===== src/rtl/led_beat_monitor.sv =====
// Receive-side checker for the LED heartbeat: synchronises the beat line, times the
// rising edges and locks onto the PULSES-per-frame cadence, flagging early/late pulses.
module led_beat_monitor #(
  parameter int unsigned PULSE_GAP   = 31250000,
  parameter int unsigned FRAME_LEN   = 536870912,
  parameter int unsigned PULSES      = 3,
  parameter int unsigned TOL         = 1024,
  parameter int unsigned LOCK_FRAMES = 2,
  parameter int unsigned CNT_W       = 30
) (
  input  logic        clk,
  input  logic        rst_n,
  input  logic        beat_in,
  output logic        alive,
  output logic        beat_seen,
  output logic        err_pulse,
  output logic [1:0]  err_code,
  output logic [15:0] err_count
);

  localparam int unsigned LONG_GAP_I = FRAME_LEN - (PULSES - 1) * PULSE_GAP;

  localparam logic [CNT_W-1:0] LONG_LO  = CNT_W'(LONG_GAP_I - TOL);
  localparam logic [CNT_W-1:0] LONG_HI  = CNT_W'(LONG_GAP_I + TOL);
  localparam logic [CNT_W-1:0] LONG_TO  = CNT_W'(LONG_GAP_I + TOL + 1);
  localparam logic [CNT_W-1:0] SHORT_LO = CNT_W'(PULSE_GAP - TOL);
  localparam logic [CNT_W-1:0] SHORT_TO = CNT_W'(PULSE_GAP + TOL + 1);

  localparam int IDX_W  = (PULSES > 1) ? $clog2(PULSES) : 1;
  localparam int GOOD_W = $clog2(LOCK_FRAMES + 1);

  localparam logic [IDX_W-1:0]  IDX_LAST = IDX_W'(PULSES - 1);
  localparam logic [GOOD_W-1:0] GOOD_MAX = GOOD_W'(LOCK_FRAMES);

  localparam logic [1:0] CODE_NONE  = 2'b00;
  localparam logic [1:0] CODE_EARLY = 2'b01;
  localparam logic [1:0] CODE_LATE  = 2'b10;

  typedef enum logic [1:0] {
    ST_SEARCH,
    ST_MEASURE,
    ST_TRACK
  } state_t;

  function automatic logic [CNT_W-1:0] cnt_inc_sat(input logic [CNT_W-1:0] v);
    return (&v) ? v : v + CNT_W'(1);
  endfunction

  function automatic logic [15:0] err_inc_sat(input logic [15:0] v);
    return (&v) ? v : v + 16'd1;
  endfunction

  function automatic logic [GOOD_W-1:0] good_inc_sat(input logic [GOOD_W-1:0] v);
    return (v >= GOOD_MAX) ? v : v + GOOD_W'(1);
  endfunction

  function automatic logic in_win(input logic [CNT_W-1:0] v,
                                  input logic [CNT_W-1:0] lo,
                                  input logic [CNT_W-1:0] hi);
    return (v >= lo) && (v <= hi);
  endfunction

  state_t             state_q, state_d;
  logic               sync1_q, sync2_q, prev_q;
  logic [CNT_W-1:0]   gap_cnt_q, gap_cnt_d;
  logic [IDX_W-1:0]   idx_q, idx_d;
  logic [GOOD_W-1:0]  good_q, good_d;
  logic               alive_q, alive_d;
  logic               beat_seen_q;
  logic               err_pulse_q, err_pulse_d;
  logic [1:0]         err_code_q, err_code_d;
  logic [15:0]        err_count_q, err_count_d;

  logic               edge_det;
  logic [CNT_W-1:0]   exp_lo, exp_to;
  logic [1:0]         fault_code;

  // Edge detect on the synchronised line; gap_cnt_q at this point is the measured interval
  assign edge_det = sync2_q & ~prev_q;
  assign exp_lo   = (idx_q == '0) ? LONG_LO : SHORT_LO;
  assign exp_to   = (idx_q == '0) ? LONG_TO : SHORT_TO;

  always_comb begin
    state_d     = state_q;
    idx_d       = idx_q;
    good_d      = good_q;
    alive_d     = alive_q;
    err_pulse_d = 1'b0;
    err_code_d  = err_code_q;
    err_count_d = err_count_q;
    fault_code  = CODE_NONE;
    gap_cnt_d   = edge_det ? CNT_W'(1) : cnt_inc_sat(gap_cnt_q);

    case (state_q)
      ST_SEARCH: begin
        if (edge_det) state_d = ST_MEASURE;
      end
      ST_MEASURE: begin
        if (edge_det) begin
          if (in_win(gap_cnt_q, LONG_LO, LONG_HI)) begin
            state_d = ST_TRACK;
            idx_d   = IDX_W'(1);
            good_d  = '0;
          end
        end else if (gap_cnt_q > LONG_HI) begin
          state_d = ST_SEARCH;
        end
      end
      ST_TRACK: begin
        // A timeout outranks a coincident edge; that edge then restarts acquisition
        if (gap_cnt_q >= exp_to) begin
          fault_code = CODE_LATE;
          state_d    = edge_det ? ST_MEASURE : ST_SEARCH;
        end else if (edge_det) begin
          if (gap_cnt_q < exp_lo) begin
            fault_code = CODE_EARLY;
            state_d    = ST_SEARCH;
          end else begin
            idx_d = (idx_q == IDX_LAST) ? '0 : idx_q + IDX_W'(1);
            if (idx_q == '0) begin
              good_d = good_inc_sat(good_q);
              if (good_d >= GOOD_MAX) alive_d = 1'b1;
            end
          end
        end
      end
      default: state_d = ST_SEARCH;
    endcase

    if (fault_code != CODE_NONE) begin
      alive_d     = 1'b0;
      good_d      = '0;
      err_pulse_d = 1'b1;
      err_code_d  = fault_code;
      err_count_d = err_inc_sat(err_count_q);
    end
  end

  always_ff @(posedge clk or negedge rst_n) begin
    if (!rst_n) begin
      state_q     <= ST_SEARCH;
      sync1_q     <= 1'b0;
      sync2_q     <= 1'b0;
      prev_q      <= 1'b0;
      gap_cnt_q   <= '0;
      idx_q       <= '0;
      good_q      <= '0;
      alive_q     <= 1'b0;
      beat_seen_q <= 1'b0;
      err_pulse_q <= 1'b0;
      err_code_q  <= CODE_NONE;
      err_count_q <= '0;
    end else begin
      state_q     <= state_d;
      sync1_q     <= beat_in;
      sync2_q     <= sync1_q;
      prev_q      <= sync2_q;
      gap_cnt_q   <= gap_cnt_d;
      idx_q       <= idx_d;
      good_q      <= good_d;
      alive_q     <= alive_d;
      beat_seen_q <= edge_det;
      err_pulse_q <= err_pulse_d;
      err_code_q  <= err_code_d;
      err_count_q <= err_count_d;
    end
  end

  assign alive     = alive_q;
  assign beat_seen = beat_seen_q;
  assign err_pulse = err_pulse_q;
  assign err_code  = err_code_q;
  assign err_count = err_count_q;

endmodule


===== config.mk =====
export PLATFORM = sky130hd
export DESIGN_NAME = led_beat_monitor
export DESIGN_NICKNAME = d
export VERILOG_FILES = /design/src/rtl/led_beat_monitor.sv
export SDC_FILE = /design/constraint.sdc
export NUM_CORES = 1
export LEC_CHECK = 0
export BUFFER_PORTS_ARGS = -buffer_cell sky130_fd_sc_hd__buf_2
export CAP_MARGIN = 20
export CORE_MARGIN = 10
export CORE_UTILIZATION = 29
export CTS_BUF_LIST = sky130_fd_sc_hd__clkbuf_8
export CTS_CLUSTER_SIZE = 16
export DETAILED_ROUTE_END_ITERATION = 16
export PLACE_DENSITY = 0.44
export RECOVER_POWER = 50
export SETUP_SLACK_MARGIN = 0.02
export SYNTH_ARGS = -nofsm -noshare
export SYNTH_HDL_FRONTEND = slang
export SYNTH_SLANG_ARGS = --single-unit

===== constraint.sdc =====
create_clock -name clk -period 3.16 [get_ports clk]
set_input_delay 0.474 -clock clk [delete_from_list [all_inputs] [get_ports clk]]
set_output_delay 0.474 -clock clk [all_outputs]
set_load 0.01 [all_outputs]

-- Word-level counts from Yosys, hierarchy flattened
Index checks and enable logic that the tools add are counted.
W data, S select, Z words.
- equality and inequality tests: 22
- reductions and logical operators: 17
- $lt $le $gt $ge: 7
- bitwise logic cells: 3
- $add $sub $neg: 4
- mux-type cells: 41
- operators with widths (operator ; count):
    $mux W30 ; 2
    $mux W29 ; 2
    $mux W2 ; 23
    $add A30 B1 Y30 const B ; 1
    $ge A30 B29 Y1 ; 1
    $ge A30 B29 Y1 const B ; 1
    $gt A30 B29 Y1 const B ; 1
    $le A30 B29 Y1 const B ; 1
    $lt A30 B29 Y1 ; 1
    $ne A3 B3 Y1 const B ; 10
    $reduce_and A30 Y1 ; 1
    $add A16 B1 Y16 const B ; 1
    $reduce_and A16 Y1 ; 1
    $ne A2 B2 Y1 const B ; 7
    $reduce_and A6 Y1 ; 2
    $reduce_bool A2 Y1 ; 6
    $mux W1 ; 11
    $pmux W2 S2 ; 2
    $reduce_and A7 Y1 ; 1
    $pmux W2 S3 ; 1
    $reduce_and A5 Y1 ; 1
    $add A2 B1 Y2 const B ; 2
    $eq A2 B2 Y1 const B ; 2
    $ge A2 B2 Y1 const B ; 2
    other kinds (8) ; 11
- logic and storage cells: 106
- input port bits: 3
- output and inout bits: 21
- register bits: 60

-- Depth between registers and ports, before layout
Gate-level depths: netlist of the first run.
- depth after elaboration: 10
- gate-level depth with buffers: 11
- depth with buffers taken out: 10

-- Worst setup path after synthesis of the first run
No wires, ideal clock.
- path kind: flip-flop to flip-flop
- start point: register idx_q[0]
- end point: register err_count_q[12], in the netlist err_count[12]
- path buffers: 0
- required time: 3.032 ns
- period minus slack after synthesis: 2.912 ns
- setup slack: 0.248 ns
- cell stages (with the launch flop): 11
- library setup time: 0.128 ns
- data arrival time: 2.784 ns
- cell sequence: dfrtp_1 nor2_4 inv_2 ha_1 and3_1 nand3_1 nor4_2 a21bo_2 a211oi_4 nor4_1 mux2_1
- longest elaborated chain between the ends: 9
- elaborated cells on any way between the ends: 11
- classes of those cells: 2 x order compare; 6 x mux; 3 x reduce/logical
- ends and longest elaborated chain (what ; line ; text):
    start: declaration ; 66 ; logic [IDX_W-1:0] idx_q, idx_d;
    start signal: assignment ; 159 ; idx_q <= idx_d;
    $logic_not A2 Y1 * ; 80, 81 ;
    $mux W29 ; 80 ; assign exp_lo = (idx_q == '0) ? LONG_LO : SHORT_LO;
    $lt A30 B29 Y1 ; 115 ; if (gap_cnt_q < exp_lo) begin
    $mux W1 ; 115 ;
    $mux W1 ; 114 ; end else if (edge_det) begin
    $mux W2 * ; 111 ; if (gap_cnt_q >= exp_to) begin
    $mux W2 * ; 94 ; case (state_q)
    $reduce_bool A2 Y1 * ; 130 ; if (fault_code != CODE_NONE) begin
    $reduce_and A2 Y1 (no source line) * ; - ;
    end signal: assignment ; 165 ; err_count_q <= err_count_d;
    end: declaration ; 72 ; logic [15:0] err_count_q, err_count_d;
Mark *: on every way between the ends. The rest lies on a longest branch, timed or not.
A chain may end at the register's enable or synchronous reset.

-- Final worst setup path of the first run
- start point: register idx_q[0]
- end point: register err_code_q[1], in the netlist err_code[1]
- longest elaborated chain between the ends: 8
- elaborated cells on any way between the ends: 10
- classes of those cells: 2 x order compare; 6 x mux; 2 x reduce/logical
- ends and longest elaborated chain (what ; line ; text):
    $logic_not A2 Y1 * ; 80, 81 ;
    $mux W29 ; 80 ;
    $lt A30 B29 Y1 ; 115 ;
    $mux W1 ; 115 ;
    $mux W1 ; 114 ;
    $mux W2 * ; 111 ;
    $mux W2 * ; 94 ;
    $reduce_bool A2 Y1 ; 130 ;
    end signal: assignment ; 164 ; err_code_q <= err_code_d;
    end: declaration ; 71 ; logic [1:0] err_code_q, err_code_d;
Marks and branches as above.

==> metrics.csv, run 1 <==
stage;metric;value;unit
critical_path;WP data required;3.41;ns
placement;gp weighted congestion;0.782;
die;area of the core;0.0125;mm2
layout;fin nets;437;
pwr;Design Power;1.63;mW
layout;Diodes inserted;0;
pwr;worst IR drop on VDD;0.174;mV
placement;Detail Placement HPWL;6.82;mm
pwr;Leak;1.96;nW
clock_network;clk_lat worst skew;0.36;ns
routing;Detailed Route Iter0 Violations;114;
pwr;Pwr Density;383;mW/mm2
die;die area;0.0176;mm2
timing;Fin. Hold Viols;0;
grt;antenna violations before repair;0;
critical_path;largest driver fanout on the critical path;8;
synth;syn avg cell area;9.62;um2
routing;number of antenna-violating nets in the routed design;0;
critical_path;CP Cell Sequence;nor2_4 -> inv_2 -> buf_4 -> ha_1 -> inv_1 -> a22o_1 -> a211oi_1 -> a21boi_4 -> or2_1 -> or4_1 -> a22o_1;
placement;cell count after placement;580;
critical_path;Worst path max stage delay;0.49;ns
layout;layout cell share with drive strength beyond 1;16.4;%
layout;leading cell type in the layout, fill and taps excluded;dfrtp_1;
synth;Synth Net Count;400;
grt;first-pass GRT wire length;15.7;mm
clock_network;clk buf depth;2;
die;initial core utilization;29.3;%
synth;EDFF count, synth;0;
layout;Non-Filler Instances;594;
routing;DRC errors left;0;
clock_network;CTS Buf Count;9;
synth;Seq cells post-synth;60;
routing;WL per Instance;15.7;um
min_path;Hold Crit Class;in2reg;
layout;synthesis-to-finish area growth;15.9;%
critical_path;CP startpoint kind;register;
clock_network;setup fix buffers added after clock tree synthesis;0;
placement;I/O Buffers;23;
timing;slew margin rel.;-47.3;%
layout;post-layout instance area;0.00426;mm2
placement;placed instance area;0.00407;mm2
run_status;status;finished with violations;
timing;Slew Viols, Final;72;
timing;f_max;345;MHz
clock_network;Sink Count;60;
critical_path;Critical Path Slowest Stage Cell;or4_1;
run_status;violated checks;capacitance limit, slew limit;
timing;Worst-Margin Slew;2.21;ns
timing;setup TNS;0;ns
timing;Clock Skew;0.0114;ns
layout;commonest cells after routing, fill and taps aside;60 x dfrtp_1, 40 x nor2_1, 30 x xor2_1;
die;Rows;41;
synth;ys flop type;dfrtp_1;
grt;grt ovf;0;
die;Die Span Y;133;um
timing;Tmin final;2.89;ns
routing;first drt pass iteration count;5;
routing;routed vias/inst;5.00;
run;maxcap violations;2;
synth;Seq/Total Area, Yosys;40.9;%
routing;Post-Route WL;9.34;mm
synth;Cell variety after synth;65;
timing;final setup vio count;0;
grt;GRT Total Usage;11.1;%
grt;number of global-route vias before repair;2946;
synth;share of the synthesized area in the top cell type;40.9;%
timing;RSZ-0062 raised after global routing;false;
clock_network;register clock-pin slew on the reported worst setup and hold paths;0.06;ns
clock_network;htree depth;3;
synth;Post-Synthesis Cells;382;
routing;vias;2969;
synth;Yosys top cell by area;dfrtp_1;
clock_network;TritonCTS clock tree;yes;
synth;ys async rst share;100;%
critical_path;CP Class;reg2reg;
synth;top post-synthesis cells by area;dfrtp_1 41%, xor2_1 7.2%, ha_1 5.1%;
synth;mapped cell area;0.00367;mm2
synth;Synthesis Warnings;0;
clock_network;Root Driver;clkbuf_8;
critical_path;Setup crit end kind;register;
critical_path;worst endpoint data arrival time;3.15;ns
timing;Tcrit/Tclk final;91.6;%
die;Die W;133;um
critical_path;Worst path most repeated cell;a22o_1;
grt;largest net degree at the start of global routing;41;
die;I/O Pins;24;
-- logic make-up (layout without fill, tap and decap cells) --
group,count (synthesis),count (layout),synth area share [%]
AO/OA/AOI/OAI,59,59,13.0
XOR/XNOR,39,39,9.30
adder cells (fa/ha/maj),15,15,5.11
buffers and inverters,32,72,3.95
flip-flops,60,60,40.9
multiplexers,4,4,1.33
AND/OR/NAND/NOR,173,173,26.4
-- where the power goes --
part	switching (mW)	internal [mW]	total, mW
Sequential	0.0301	0.794	0.824
Combinational	0.0662	0.0420	0.108
Clock	0.303	0.394	0.697
-- area by class of cell --
class | count | area, um2
fill | 1338 | 8260
tap | 172 | 215
clock inverter | 3 | 38.8
timing repair buffer | 44 | 256
multi-input combinational | 290 | 2040
clock buffer | 11 | 151
inverter | 14 | 52.6
sequential | 60 | 1500
-- per-stage QoR --
stage                     hold WS [ns]  worst slack, ns  utilization, %
after floorplan                  0.178            0.248               -
after global placement           0.333            0.278            32.5
after detailed placement         0.337            0.137            32.5
after CTS                        0.195            0.136            34.0
after global routing             0.202           0.0282            34.0
final                            0.219            0.265            34.0
-- registers in the layout, summed over array words and instances, names as in the netlist --
signal / count
gap_cnt_q: 30
err_count: 16
err_code: 2
good_q: 2
idx_q: 2
state_q: 2
alive: 1
beat_seen: 1
err_pulse: 1
prev_q: 1
sync1_q: 1
sync2_q: 1
-- per-layer routing --
layer  vias up  global-route usage [%]  part of all wire [%]
met4         0                    5.44                   2.2
met1      1447                    14.7                    49
li1       1456                       -                     -
met2        49                    16.5                    46
met5         -                       0                     0
met3        17                    2.69                   3.3
-- cell usage after synthesis, drive strengths merged (4+ instances only) --
| master | count |
|---|---|
| and2 | 5 |
| and3 | 12 |
| nor3 | 13 |
| nand3 | 17 |
| or4 | 6 |
| nand4 | 17 |
| inv | 14 |
| a211oi | 4 |
| mux2 | 4 |
| o21ai | 5 |
| clkbuf | 13 |
| nand2 | 28 |
| a21oi | 16 |
| dfrtp | 60 |
| a22o | 5 |
| buf | 5 |
| xor2 | 30 |
| nor2 | 41 |
| xnor2 | 9 |
| nor4 | 11 |
| nor2b | 4 |
| ha | 15 |
| and4 | 5 |
-- path summary, 6_finish.rpt --
kind | start | endpoint | slack [ns] | cells past startpoint
max | idx_q[0]$_DFFE_PN0P_ | err_code[1]$_DFFE_PN0P_ | 0.27 | 11
min | beat_in | sync1_q$_DFF_PN0_ | 0.22 | 1
max reg2reg | idx_q[0]$_DFFE_PN0P_ | err_code[1]$_DFFE_PN0P_ | 0.27 | 11
min reg2reg | sync1_q$_DFF_PN0_ | sync2_q$_DFF_PN0_ | 0.35 | 0
max in group asynchronous | rst_n | gap_cnt_q[26]$_DFFE_PN0P_ | 0.96 | 2
min in group asynchronous | rst_n | err_count[11]$_DFFE_PN0P_ | 0.76 | 1
-- worst max-delay path: cells and delay by family, from the launching register on --
| family | cells | cell delay [ns] |
|---|---|---|
| simple gates | 3 | 0.85 |
| flops | 1 | 0.40 |
| fa+ha+maj | 1 | 0.32 |
| compound gates | 4 | 0.90 |
| buf+inv | 3 | 0.31 |
-- what timing repair did --
item	in CTS	in global routing
resized for setup	0	3
setup endpoints to repair	0	11
hold buffers	0	0
(Power assumes the default switching activity.)
==> run 2: changes to the inputs <==
GPL_TIMING_DRIVEN = 0   (was not set)
==> metrics.csv, run 2 (same netlist as run 1, synthesis figures left out) <==
stage;metric;value;unit;change
run_status;status;finished with violations;;unchanged
run_status;violated checks;capacitance limit;;was capacitance limit, slew limit
placement;placed instance area;0.00401;mm2;was 0.00407 mm2
die;Rows;41;;unchanged
timing;Fin. Hold Viols;0;;unchanged
placement;gp weighted congestion;0.783;;was 0.782
routing;Post-Route WL;9.54;mm;was 9.34 mm
timing;f_max;331;MHz;was 345 MHz
pwr;Sw Ratio;26.0;%;was 24.5%
layout;Biggest register;gap_cnt_q;;unchanged
timing;Worst-Margin Slew;1.49;ns;was 2.21 ns
timing;Tcrit/Tclk final;95.7;%;was 91.6%
placement;worst slack at placement;-0.322;ns;was 0.137 ns
clock_network;Sink Count;60;;unchanged
critical_path;CP startpoint kind;register;;unchanged
layout;synthesis-to-finish area growth;17.2;%;was 15.9%
timing;final worst setup slack;0.137;ns;was 0.265 ns
routing;WL per Instance;15.9;um;was 15.7 um
layout;multi-input logic area;0.00208;mm2;was 0.00204 mm2
die;Die W;133;um;unchanged
critical_path;Worst path max stage delay;0.49;ns;about the same
timing;final setup vio count;0;;unchanged
routing;DRC errors left;0;;unchanged
timing;setup TNS;0;ns;unchanged
layout;fin nets;441;;was 437
timing;Slew Viols, Final;0;;was 72
critical_path;CP Class;reg2reg;;unchanged
pwr;P_sw;428;uW;was 399 uW
routing;Detailed Route Iter0 Violations;172;;was 114
pwr;clock share of power;43.6;%;was 42.8%
layout;leading cell type in the layout, fill and taps excluded;dfrtp_1;;unchanged
layout;Diodes inserted;0;;unchanged
layout;layout cell share with drive strength beyond 1;17.3;%;was 16.4%
grt;first-pass GRT wire length;15.9;mm;was 15.7 mm
routing;vias;2974;;was 2969
pwr;Pwr Density;382;mW/mm2;was 383 mW/mm2
clock_network;clk buf depth;2;;unchanged
pwr;combinational power share;6.2;%;was 6.6%
clock_network;hold buffers post-CTS;0;;unchanged
layout;fill cell count;1339;;was 1338
layout;Util after Layout;34.4;%;was 34.0%
grt;grt ovf;0;;unchanged
die;area of the core;0.0125;mm2;unchanged
timing;RSZ-0062 raised after global routing;false;;unchanged
timing;hold slack final;0.217;ns;was 0.219 ns
placement;I/O Buffers;23;;unchanged
clock_network;Root Driver;clkbuf_8;;unchanged
pwr;Internal Power;1.22;mW;was 1.23 mW
layout;number of flip-flops in the largest register;30;;unchanged
run;maxcap violations;1;;was 2
clock_network;register clock-pin slew on the reported worst setup and hold paths;0.07;ns;was 0.06 ns
placement;Detail Placement HPWL;6.54;mm;was 6.82 mm
critical_path;CP Cell Sequence;nor2_4 -> inv_6 -> ha_1 -> and3_2 -> a2111oi_4 -> o311ai_4 -> or2_1 -> or4_1 -> a22o_1;;was nor2_4 -> inv_2 -> buf_4 -> ha_1 -> inv_1 -> a22o_1 -> a211oi_1 -> a21boi_4 -> or2_1 -> or4_1 -> a22o_1
critical_path;WP data required;3.41;ns;about the same
grt;number of global-route vias before repair;3014;;was 2946
routing;number of antenna-violating nets in the routed design;0;;unchanged
layout;Non-Filler Instances;600;;was 594
timing;Tmin final;3.02;ns;was 2.89 ns
clock_network;TritonCTS clock tree;yes;;unchanged
pwr;Seq pwr share;50.2;%;was 50.6%
critical_path;Worst path depth;9;;was 11
die;die area;0.0176;mm2;unchanged
critical_path;Setup crit end kind;register;;unchanged
critical_path;largest driver fanout on the critical path;14;;was 8
clock_network;clk_lat worst skew;0.36;ns;about the same
min_path;Hold Path Cell Cnt;1;;unchanged
timing;slew margin rel.;0.505;%;was -47.3%
min_path;Hold Crit Class;in2reg;;unchanged
clock_network;CTS Buf Count;9;;unchanged
grt;largest net degree at the start of global routing;61;;was 41
pwr;Leak;1.94;nW;was 1.96 nW
layout;register area;0.00150;mm2;about the same
routing;first drt pass iteration count;5;;unchanged
critical_path;Critical Path Slowest Stage Cell;or4_1;;unchanged
pwr;worst IR drop on VDD;0.178;mV;was 0.174 mV
clock_network;htree depth;3;;unchanged
critical_path;WP buf/inv;1;;was 3
grt;antenna violations before repair;0;;unchanged
critical_path;worst endpoint data arrival time;3.27;ns;was 3.15 ns
placement;cell count after placement;577;;was 580
routing;routed vias/inst;4.96;;was 5.00
die;Die Span Y;133;um;unchanged
grt;GRT Total Usage;11.2;%;was 11.1%
pwr;Design Power;1.64;mW;was 1.63 mW
layout;commonest cells after routing, fill and taps aside;58 x dfrtp_1, 40 x nor2_1, 30 x xor2_1;;was 60 x dfrtp_1, 40 x nor2_1, 30 x xor2_1
die;I/O Pins;24;;unchanged
layout;post-layout instance area;0.00431;mm2;was 0.00426 mm2
critical_path;Crit path max-delay family;simple AND/OR/NAND/NOR gates;;was compound AO/OA/AOI/OAI gates
critical_path;worst r2r path cells;9;;was 11
timing;Clock Skew;0.00708;ns;was 0.0114 ns
die;initial core utilization;29.3;%;unchanged
==> run 2: repair_timing <==
| item | in CTS | in global routing |
|---|---|---|
| pin swaps | 3 | 5 |
| setup buffers | 2 | 4 |
| hold endpoints to repair | 0 | 0 |
| endpoints found under the setup margin | 24 | 27 |
| gates cloned | 1 | 0 |
| resized for setup | 3 | 11 |
==> run 2: final timing paths <==
check	from	to	slack, ns
worst min-delay path	beat_in	sync1_q$_DFF_PN0_	0.22
worst max register to register	idx_q[0]$_DFFE_PN0P_	err_code[1]$_DFFE_PN0P_	0.14
worst min register to register	sync1_q$_DFF_PN0_	sync2_q$_DFF_PN0_	0.35
max in group asynchronous	rst_n	idx_q[0]$_DFFE_PN0P_	1.70
min in group asynchronous	rst_n	err_count[11]$_DFFE_PN0P_	0.48
worst max-delay path	idx_q[0]$_DFFE_PN0P_	err_code[1]$_DFFE_PN0P_	0.14
==> run 2: power groups by stage <==
stage / sequential, mW / clock (mW) / combinational [mW]
floorplan: 0.831 / 0 / 0.0676
global placement: 0.840 / 0 / 0.101
detailed placement: 0.840 / 0 / 0.105
CTS: 0.826 / 0.748 / 0.107
global route: 0.830 / 0.779 / 0.120
finish: 0.825 / 0.716 / 0.102
==> run 2: worst reg2reg max path: stages (launching register included) <==
cell and delay [ns]:
dfrtp_2 0.44, nor2_4 0.19, inv_6 0.10, ha_1 0.30
and3_2 0.24, a2111oi_4 0.46, o311ai_4 0.24, or2_1 0.27
or4_1 0.49, a22o_1 0.19
==> run 2: final cells by class <==
type / count / area share, %
timing repair buffer: 29 / 3.52
multi-input combinational: 291 / 48.4
sequential: 60 / 34.9
buffer: 18 / 2.18
clock inverter: 6 / 1.48
clock buffer: 10 / 3.20
inverter: 14 / 1.34
tap: 172 / 5.00
==> run 2: routing by layer <==
| metal | wire length (um) | GRT usage, % |
|---|---|---|
| met1 | 4890 | 14.9 |
| met2 | 4210 | 17.0 |
| met3 | 265 | 2.50 |
| met4 | 175 | 5.20 |
| met5 | 0 | 0 |
==> run 3: changes to the inputs <==
CTS_BUF_LIST = not set   (was sky130_fd_sc_hd__clkbuf_8)
clock period = 2.95 ns   (was 3.16 ns; I/O delays follow)
==> metrics.csv, run 3 (same netlist as run 1, synthesis figures left out) <==
stage;metric;value;unit;change
run_status;status;finished with violations;;unchanged
run_status;violated checks;capacitance limit, slew limit;;was capacitance limit
clock_network;CTS Buf Count;9;;unchanged
grt;number of global-route vias before repair;3038;;was 3014
pwr;P_sw;505;uW;was 428 uW
grt;first-pass GRT wire length;16.0;mm;was 15.9 mm
routing;routed vias/inst;4.94;;was 4.96
clock_network;clk buf depth;2;;unchanged
die;Die Span Y;133;um;unchanged
critical_path;WP data required;3.18;ns;was 3.41 ns
routing;vias;3015;;was 2974
die;area of the core;0.0125;mm2;unchanged
run;maxcap violations;1;;unchanged
grt;antenna violations before repair;0;;unchanged
pwr;combinational power share;5.6;%;was 6.2%
layout;number of flip-flops in the largest register;30;;unchanged
grt;largest net degree at the start of global routing;61;;unchanged
die;I/O Pins;24;;unchanged
critical_path;CP startpoint kind;register;;unchanged
timing;Slew Viols, Final;61;;was 0
timing;slew margin rel.;-0.899;%;was 0.505%
die;Rows;41;;unchanged
timing;Worst-Margin Slew;1.51;ns;was 1.49 ns
pwr;Sw Ratio;24.4;%;was 26.0%
critical_path;CP Class;reg2reg;;unchanged
layout;Biggest register;gap_cnt_q;;unchanged
timing;Fin. Hold Viols;0;;unchanged
timing;setup TNS;0;ns;unchanged
timing;Tmin final;2.94;ns;was 3.02 ns
clock_network;register clock-pin slew on the reported worst setup and hold paths;0.06;ns;was 0.07 ns
layout;leading cell type in the layout, fill and taps excluded;dfrtp_1;;unchanged
clock_network;Sink Count;60;;unchanged
placement;cell count after placement;577;;unchanged
timing;final setup vio count;0;;unchanged
timing;RSZ-0062 raised after global routing;true;;was false
routing;Post-Route WL;9.84;mm;was 9.54 mm
pwr;clock share of power;51.7;%;was 43.6%
routing;first drt pass iteration count;4;;was 5
placement;I/O Buffers;23;;unchanged
clock_network;clk_lat worst skew;0.34;ns;was 0.36 ns
pwr;worst IR drop on VDD;0.286;mV;was 0.178 mV
clock_network;hold buffers post-CTS;0;;unchanged
pwr;Leak;2.08;nW;was 1.94 nW
timing;Clock Skew;0.00588;ns;was 0.00708 ns
layout;synthesis-to-finish area growth;26.8;%;was 17.2%
grt;grt ovf;0;;unchanged
critical_path;largest driver fanout on the critical path;7;;was 14
routing;WL per Instance;16.1;um;was 15.9 um
timing;final worst setup slack;0.00731;ns;was 0.137 ns
layout;fin nets;451;;was 441
layout;commonest cells after routing, fill and taps aside;58 x dfrtp_1, 40 x nor2_1, 30 x xor2_1;;unchanged
pwr;Design Power;2.08;mW;was 1.64 mW
routing;number of antenna-violating nets in the routed design;0;;unchanged
die;die area;0.0176;mm2;unchanged
grt;GRT Total Usage;11.2;%;about the same
placement;Detail Placement HPWL;6.54;mm;unchanged
timing;f_max;340;MHz;was 331 MHz
pwr;Internal Power;1.57;mW;was 1.22 mW
placement;placed instance area;0.00401;mm2;unchanged
clock_network;Root Driver;clkbuf_16;;was clkbuf_8
pwr;Seq pwr share;42.7;%;was 50.2%
routing;DRC errors left;0;;unchanged
layout;post-layout instance area;0.00466;mm2;was 0.00431 mm2
die;initial core utilization;29.3;%;unchanged
die;Die W;133;um;unchanged
layout;layout cell share with drive strength beyond 1;24.2;%;was 17.3%
clock_network;TritonCTS clock tree;yes;;unchanged
min_path;Hold Crit Class;in2reg;;unchanged
layout;Diodes inserted;0;;unchanged
routing;Detailed Route Iter0 Violations;148;;was 172
timing;Tcrit/Tclk final;99.8;%;was 95.7%
critical_path;worst endpoint data arrival time;3.17;ns;was 3.27 ns
placement;worst slack at placement;-0.532;ns;was -0.322 ns
critical_path;Setup crit end kind;register;;unchanged
pwr;Pwr Density;446;mW/mm2;was 382 mW/mm2
clock_network;htree depth;3;;unchanged
placement;gp weighted congestion;0.783;;unchanged
layout;Non-Filler Instances;610;;was 600
[run 3: cell count changes in the layout (fill, tap and decap cells not counted), moves of 5 or more]
cell / change
buf_2: +7
buf_4: +6
clkbuf_8: -9
clkbuf_16: +9
clkbuf_1: -7
nor3_1: -5
[run 3: worst max-delay path: stages, from the launching register on]
cell	delay [ns]
dfrtp_2	0.44
nor2_4	0.18
clkinv_4	0.15
ha_4	0.24
and3_4	0.20
a2111oi_4	0.45
o311ai_4	0.22
or2_1	0.27
or4_4	0.49
a22o_1	0.19
[run 3: path summary, 6_finish.rpt]
path,startpoint,end,slack [ns],depth (start not counted)
max in group asynchronous,rst_n,idx_q[0]$_DFFE_PN0P_,1.46,1
worst max register to register,idx_q[0]$_DFFE_PN0P_,err_code[1]$_DFFE_PN0P_,0.007,9
worst min register to register,sync1_q$_DFF_PN0_,sync2_q$_DFF_PN0_,0.35,0
worst min-delay path,beat_in,sync1_q$_DFF_PN0_,0.21,1
worst max-delay path,idx_q[0]$_DFFE_PN0P_,err_code[1]$_DFFE_PN0P_,0.007,9
min in group asynchronous,rst_n,err_count[11]$_DFFE_PN0P_,0.46,1
[run 3: what timing repair did]
action / in CTS / in global routing
buffers inserted: 6 / 10
cloned: 1 / 0
endpoints found under the hold margin: 0 / 0
setup endpoints to repair: 35 / 27
resized for setup: 13 / 28
pin swaps: 4 / 15
[run 3: per-layer routing]
layer / track usage [%] / vias to the layer above / share of wire, %
met5: 0 / - / 0
met4: 4.77 / 0 / 1.5
met3: 2.80 / 9 / 2.9
met2: 16.9 / 35 / 45
met1: 14.9 / 1480 / 50
li1: - / 1491 / -
[run 3: cell type report]
type | instances | area [um2]
buffer | 18 | 97.6
clock inverter | 6 | 63.8
timing repair buffer | 39 | 268
sequential | 60 | 1500
multi-input combinational | 291 | 2210
fill | 1288 | 7860
clock buffer | 10 | 239
tap | 172 | 215
inverter | 14 | 57.6
[run 3: power groups by stage]
| stage | registers (mW) | clock network (mW) | logic (mW) |
|---|---|---|---|
| global route | 0.890 | 1.14 | 0.134 |
| floorplan | 0.890 | 0 | 0.0725 |
| detailed placement | 0.899 | 0 | 0.113 |
| finish | 0.885 | 1.07 | 0.116 |
| global placement | 0.900 | 0 | 0.109 |
| CTS | 0.886 | 1.10 | 0.116 |
[run 3: through the flow]
stage / hold slack (ns) / utilization [%]
2_1_floorplan: 0.147 / -
3_3_place_gp: 0.334 / 32.0
3_5_place_dp: 0.335 / 32.0
4_1_cts: 0.200 / 35.3
5_1_grt: 0.204 / 37.2
6_report: 0.208 / 37.2
